## src/rtl/mux_iact_pkg.sv

```systemverilog
// Shared definitions for the registered iact stream mux: FSM state encoding
// and the channel-select width helper.
package mux_iact_pkg;

  typedef enum logic [1:0] {
    OFF   = 2'd0,
    PASS  = 2'd1,
    DRAIN = 2'd2
  } state_e;

  // One extra code point above the channel range encodes "disabled".
  function automatic int sel_width(input int i_count);
    return $clog2(i_count + 1);
  endfunction

endpackage

```

## src/rtl/iact_skid_buf.sv

```systemverilog
// Two-entry valid/ready register slice. The head entry drives the output
// directly, so data and valid leave straight from flops. The second entry
// absorbs one beat while downstream stalls. The caller qualifies push
// (it only pushes when count < 2).
module iact_skid_buf
  import mux_iact_pkg::*;
#(
  parameter int WIDTH = 20
) (
  input  logic             clk_i,
  input  logic             rst_i,
  input  logic             push_i,
  input  logic [WIDTH-1:0] data_i,
  input  logic             ready_i,
  output logic [WIDTH-1:0] data_o,
  output logic             valid_o,
  output logic [1:0]       count_o
);

  logic [WIDTH-1:0] head_q, head_d;
  logic [WIDTH-1:0] skid_q, skid_d;
  logic [1:0]       count_q, count_d;
  logic             valid_q, valid_d;
  logic             pop;

  assign pop = valid_q & ready_i;

  // FIFO bookkeeping: the head is always the oldest beat, the skid entry the newer one
  always_comb begin
    head_d  = head_q;
    skid_d  = skid_q;
    count_d = count_q;
    case ({push_i, pop})
      2'b10: begin
        if (count_q == 2'd0) head_d = data_i;
        else                 skid_d = data_i;
        count_d = count_q + 2'd1;
      end
      2'b01: begin
        // With one entry left the head keeps its value so a_o stays quiet.
        if (count_q == 2'd2) head_d = skid_q;
        count_d = count_q - 2'd1;
      end
      2'b11: begin
        if (count_q == 2'd1) begin
          head_d = data_i;
        end else begin
          head_d = skid_q;
          skid_d = data_i;
        end
      end
      default: ;
    endcase
    valid_d = (count_d != 2'd0);
  end

  // Storage and occupancy registers; reset discards any buffered beats
  always_ff @(posedge clk_i) begin
    if (rst_i) begin
      head_q  <= '0;
      skid_q  <= '0;
      count_q <= 2'd0;
      valid_q <= 1'b0;
    end else begin
      head_q  <= head_d;
      skid_q  <= skid_d;
      count_q <= count_d;
      valid_q <= valid_d;
    end
  end

  assign data_o  = head_q;
  assign valid_o = valid_q;
  assign count_o = count_q;

endmodule

```

## src/rtl/mux_iact_pipe.sv

```systemverilog
// Registered N-channel iact stream mux with hazard-free channel switching.
// The selected channel feeds a 2-entry skid buffer; a channel change waits
// until the buffer has drained so beats of the old and new channel never mix.
// Optional feature macro: MUX_IACT_BEAT_CNT_EN (saturating output-beat counter).
module mux_iact_pipe
  import mux_iact_pkg::*;
#(
  parameter int WIDTH       = 20,
  parameter int I_COUNT     = 3,
  parameter bit UNSEL_READY = 1'b1,
  parameter int CNT_W       = 16,
  localparam int SEL_W      = sel_width(I_COUNT)
) (
  input  logic                     clk_i,
  input  logic                     rst_i,
  input  logic [SEL_W-1:0]         sel_i,
  input  logic [WIDTH*I_COUNT-1:0] a_i,
  input  logic [I_COUNT-1:0]       b_i,
  output logic [I_COUNT-1:0]       c_o,
  output logic [WIDTH-1:0]         a_o,
  output logic                     b_o,
  input  logic                     c_i,
  output logic [SEL_W-1:0]         act_sel_o,
  output logic                     busy_o,
  output logic [CNT_W-1:0]         beat_cnt_o
);

  localparam logic [SEL_W-1:0] SEL_OFF = SEL_W'(I_COUNT);

  state_e           state_q, state_d;
  logic [SEL_W-1:0] sel_q, sel_d;
  logic [1:0]       count;
  logic             sel_match;
  logic             sel_in_range;
  logic             act_ready;
  logic             push;
  logic             mux_valid;
  logic [WIDTH-1:0] mux_data;

  assign sel_match    = (sel_i == sel_q);
  assign sel_in_range = (sel_i < SEL_OFF);
  // Active channel is blocked the moment sel_i moves away, not a cycle later.
  assign act_ready    = (state_q == PASS) && sel_match && (count != 2'd2);
  assign push         = act_ready & mux_valid;

  // Input mux; a disabled sel_q matches no channel, so nothing is X-indexed
  always_comb begin
    mux_data  = '0;
    mux_valid = 1'b0;
    for (int j = 0; j < I_COUNT; j++) begin
      if (sel_q == SEL_W'(j)) begin
        mux_data  = a_i[j*WIDTH +: WIDTH];
        mux_valid = b_i[j];
      end
    end
  end

  generate
    for (genvar gi = 0; gi < I_COUNT; gi++) begin : g_ready
      assign c_o[gi] = (sel_q == SEL_W'(gi)) ? act_ready : UNSEL_READY;
    end
  endgenerate

  // Next-state logic: a switch commits only once the buffer is empty;
  // an already-empty buffer lets the switch commit without a DRAIN cycle
  always_comb begin
    state_d = state_q;
    sel_d   = sel_q;
    case (state_q)
      OFF: begin
        if (sel_in_range) begin
          sel_d   = sel_i;
          state_d = PASS;
        end
      end
      PASS, DRAIN: begin
        if (sel_match) begin
          state_d = PASS;
        end else if (count == 2'd0) begin
          sel_d   = sel_i;
          state_d = sel_in_range ? PASS : OFF;
        end else begin
          state_d = DRAIN;
        end
      end
      default: state_d = OFF;
    endcase
  end

  // State and active-channel registers
  always_ff @(posedge clk_i) begin
    if (rst_i) begin
      state_q <= OFF;
      sel_q   <= SEL_OFF;
    end else begin
      state_q <= state_d;
      sel_q   <= sel_d;
    end
  end

  iact_skid_buf #(
    .WIDTH (WIDTH)
  ) u_buf (
    .clk_i   (clk_i),
    .rst_i   (rst_i),
    .push_i  (push),
    .data_i  (mux_data),
    .ready_i (c_i),
    .data_o  (a_o),
    .valid_o (b_o),
    .count_o (count)
  );

  assign act_sel_o = sel_q;
  assign busy_o    = (state_q == DRAIN);

`ifdef MUX_IACT_BEAT_CNT_EN
  logic [CNT_W-1:0] cnt_q, cnt_d;

  // Output beats since the last channel change, saturating; a change wins over a beat
  always_comb begin
    cnt_d = cnt_q;
    if (sel_d != sel_q)
      cnt_d = '0;
    else if (b_o && c_i && (cnt_q != {CNT_W{1'b1}}))
      cnt_d = cnt_q + CNT_W'(1);
  end

  // Beat counter register
  always_ff @(posedge clk_i) begin
    if (rst_i) cnt_q <= '0;
    else       cnt_q <= cnt_d;
  end

  assign beat_cnt_o = cnt_q;
`else
  assign beat_cnt_o = '0;
`endif

endmodule
```

## config.mk

```make
export PLATFORM = sky130hd
export DESIGN_NAME = mux_iact_pipe
export DESIGN_NICKNAME = d
export VERILOG_FILES = /design/src/rtl/mux_iact_pkg.sv /design/src/rtl/iact_skid_buf.sv /design/src/rtl/mux_iact_pipe.sv
export SDC_FILE = /design/constraint.sdc
export NUM_CORES = 1
export LEC_CHECK = 0
export ABC_CLOCK_PERIOD_IN_PS = 6100
export BUFFER_PORTS_ARGS = -buffer_cell sky130_fd_sc_hd__buf_2
export CORE_MARGIN = 3
export CORE_UTILIZATION = 54
export DETAILED_ROUTE_END_ITERATION = 16
export HOLD_SLACK_MARGIN = 0.15
export PLACE_DENSITY = 0.86
export SYNTH_ARGS = -nofsm -noshare
export SYNTH_HDL_FRONTEND = slang
export SYNTH_SLANG_ARGS = --single-unit
export TNS_END_PERCENT = 1
```

## constraint.sdc

```tcl
create_clock -name clk_i -period 6.1 [get_ports clk_i]
set_input_delay 1.22 -clock clk_i [delete_from_list [all_inputs] [get_ports clk_i]]
set_output_delay 1.22 -clock clk_i [all_outputs]
set_load 0.02 [all_outputs]
```

==> metrics.cfg <==
[timing]
period_minus_slack_ns=3.49
fin_worst_skew_ns=0.00680
min_period_over_period_pct=57.3
slew_violations=0
slew_headroom_pct=22.0
fin_tns_setup_ns=0
hold_viol=0
rsz0062_at_grt=no
worst_pin_slew_ns=1.17
setup_viol=0
fmax_mhz=286
setup_ws_ns=2.61

[layout]
antennaDiodeCount=0
final_cell_mix=buf_2, nor2_1, dfxtp_1
nFillCells=454
synthToLayoutAreaGrowth_pct=16.7
fin_cells=489
drive_above_1_share_pct=36.0
design_area_um2=3490
final_net_count=497
final_common_cell=buf_2

[clock_network]
cts_inserted_buffers=5
hold_buffers=0
post_cts_buffers=0
cts_max_level=2
cts.clk_slew.worst_paths_ns=0.08
cts_root_buf=clkbuf_8
clockBufferDepth=2
clk_latency_ns=0.30
cts.sinks=47
cts_tree=yes
cts-resized-gates=0

[drt]
routed_wirelength_um=7020
drt_iter0_drc=167
drtPass1Iterations=4
wl_met1_um=2850
top_layer_used=met4
drcViolationCount=0
routedWlPerCell_um=14.4
final_antenna_net_count=0
vias_per_cell=5.49
wl_met3_um=534
wl_met2_um=3510
via_count=2686

[logic_synthesis]
ys_ff_latch=47
synthesis.area_um2=2990
ys_seq_area_share_pct=31.4
yosysWarnings=0
ys_async_sr_fraction_pct=0
synth_cells=342
synth_cell_types=42
syn_area_per_cell_um2=8.75
synth_flop_cell=dfxtp_1
synth_edf_count=0

[critical_path]
crit_fanout=5
end_kind=output port
cpMostUsedCell=buf_2
arrival_ns=2.27
critPathKind=in -> out
start_kind=input pin
crit_chain=buf_2, xnor2_1, nand3_1, nor3b_2, or3b_1, buf_2
ff2ff_setup_slack_ns=2.65
reg2reg_from=act_sel_o[0]$_SDFFE_PP1P_
r2r_cells=9
cp_slowest_stage_delay_ns=0.29
crit_required_ns=4.88
r2r-end=u_buf.data_o[19]$_SDFFE_PP0P_
crit_path_top_delay_cell=nor3b_2

[global_routing]
grt_max_degree=51
grt_pass1_vias=2505
grt_pass1_wl_um=11100
grt_usage_pct=21.6
grt_overflow=0
antenna_found_initial=0

[floorplanning]
initial_utilization_pct=57.1
boundaryPins=111
rows=26
coreArea_um2=5240
die_area_um2=6470
die_w_um=80.4
die_y_um=80.4

[placement]
place.gp.congestion=0.794
dp_cells=481
pre_cts_ws_ns=2.34
place_area_um2=3360
dpl.hpwl_um=4950
io_buffers=94

[worst_hold_path]
whs_endpoint=u_buf.skid_q[6]$_SDFFE_PP0P_
worstHoldStart=u_buf.skid_q[6]$_SDFFE_PP0P_
hold_depth=2
hp-class=reg -> reg

[run]
cap_violations=0

[power_and_ir_drop]
ir_drop_v=0.000126
p_total_mw=0.724
leakage_nw=1.64
powerDensity_nw_per_um2=207

[status]
outcome=complete, no violations

sequential cells by signal, indices dropped and copies added, names as in the netlist:
signal	cells
u_buf.data_o	20
u_buf.skid_q	20
act_sel_o	2
state_q	2
u_buf.count_o	2
u_buf.valid_o	1
power breakdown:
part | internal [mW] | total [mW] | switching (mW)
logic | 0.0540 | 0.120 | 0.0663
clock network | 0.163 | 0.269 | 0.106
registers | 0.314 | 0.334 | 0.0204
layer usage:
metal	up-vias	global-route usage (%)
li1	1330	-
met1	1246	24.6
met2	96	39.2
met3	14	4.71
met4	0	7.77
met5	-	0
worst max-delay path by stage:
stage                         startpoint                       endpoint  slack [ns]  cells past startpoint
2_1_floorplan                   sel_i[1]                         c_o[1]        2.90                      4
3_3_place_gp                    sel_i[0]   u_buf.data_o[9]$_SDFFE_PP0P_        2.45                     10
3_5_place_dp                    sel_i[0]   u_buf.data_o[9]$_SDFFE_PP0P_        2.34                     10
4_1_cts                         sel_i[0]                         c_o[2]        2.60                      6
5_1_grt        act_sel_o[0]$_SDFFE_PP1P_  u_buf.data_o[19]$_SDFFE_PP0P_        2.28                      9
6_report                        sel_i[0]                         c_o[2]        2.61                      6
synth_stat cells, types with 2 or more instances:
master / n / share of area, %
nor2_1: 49 / 6.1
dfxtp_1: 47 / 31
nand2_1: 26 / 3.3
mux2i_1: 23 / 7.7
a221oi_2: 20 / 10
nand3b_1: 20 / 5.0
nor3_1: 20 / 3.3
buf_4: 18 / 4.5
a21oi_1: 15 / 2.5
buf_2: 11 / 1.8
ha_1: 11 / 4.6
o21ai_0: 11 / 1.8
clkbuf_1: 10 / 1.3
nor3_2: 10 / 3.3
o21ai_2: 10 / 2.9
inv_1: 6 / 0.75
buf_6: 3 / 1.1
nor2b_1: 3 / 0.63
and3b_1: 2 / 0.59
nand2b_1: 2 / 0.42
o21a_1: 2 / 0.50
o21bai_1: 2 / 0.50
or3b_1: 2 / 0.59
kinds of logic after synthesis:
kind of cell    synth area share [%]
buf+inv                         10.2
mux                             7.69
xor+xnor                       0.293
compound gates                  20.0
fa+ha+maj                       4.60
simple gates                    25.7
flops                           31.4
other cells                    0.125
worst max-delay path, delay by kind of cell:
family,cells,cell delay [ns]
simple gates,3,0.58
xor+xnor,1,0.18
buf+inv,2,0.29
metrics by stage:
stage / utilization (%) / hold WS (ns)
finish: 66.7 / 0.472
global route: 66.7 / 0.499
detailed placement: 64.1 / 0.461
global placement: 64.1 / 0.453
floorplan: - / 0.448
CTS: 66.7 / 0.473
area by class of cell:
class	instances	area [um2]	share of cell area, %
Clock buffer	5	68.8	1.97
Clock inverter	3	67.6	1.93
Inverter	6	22.5	0.645
Multi-Input combinational cell	261	1810	51.8
Sequential cell	47	943	27.0
Tap cell	70	87.6	2.51
Timing Repair Buffer	97	493	14.1
(Power assumes the default switching activity.)
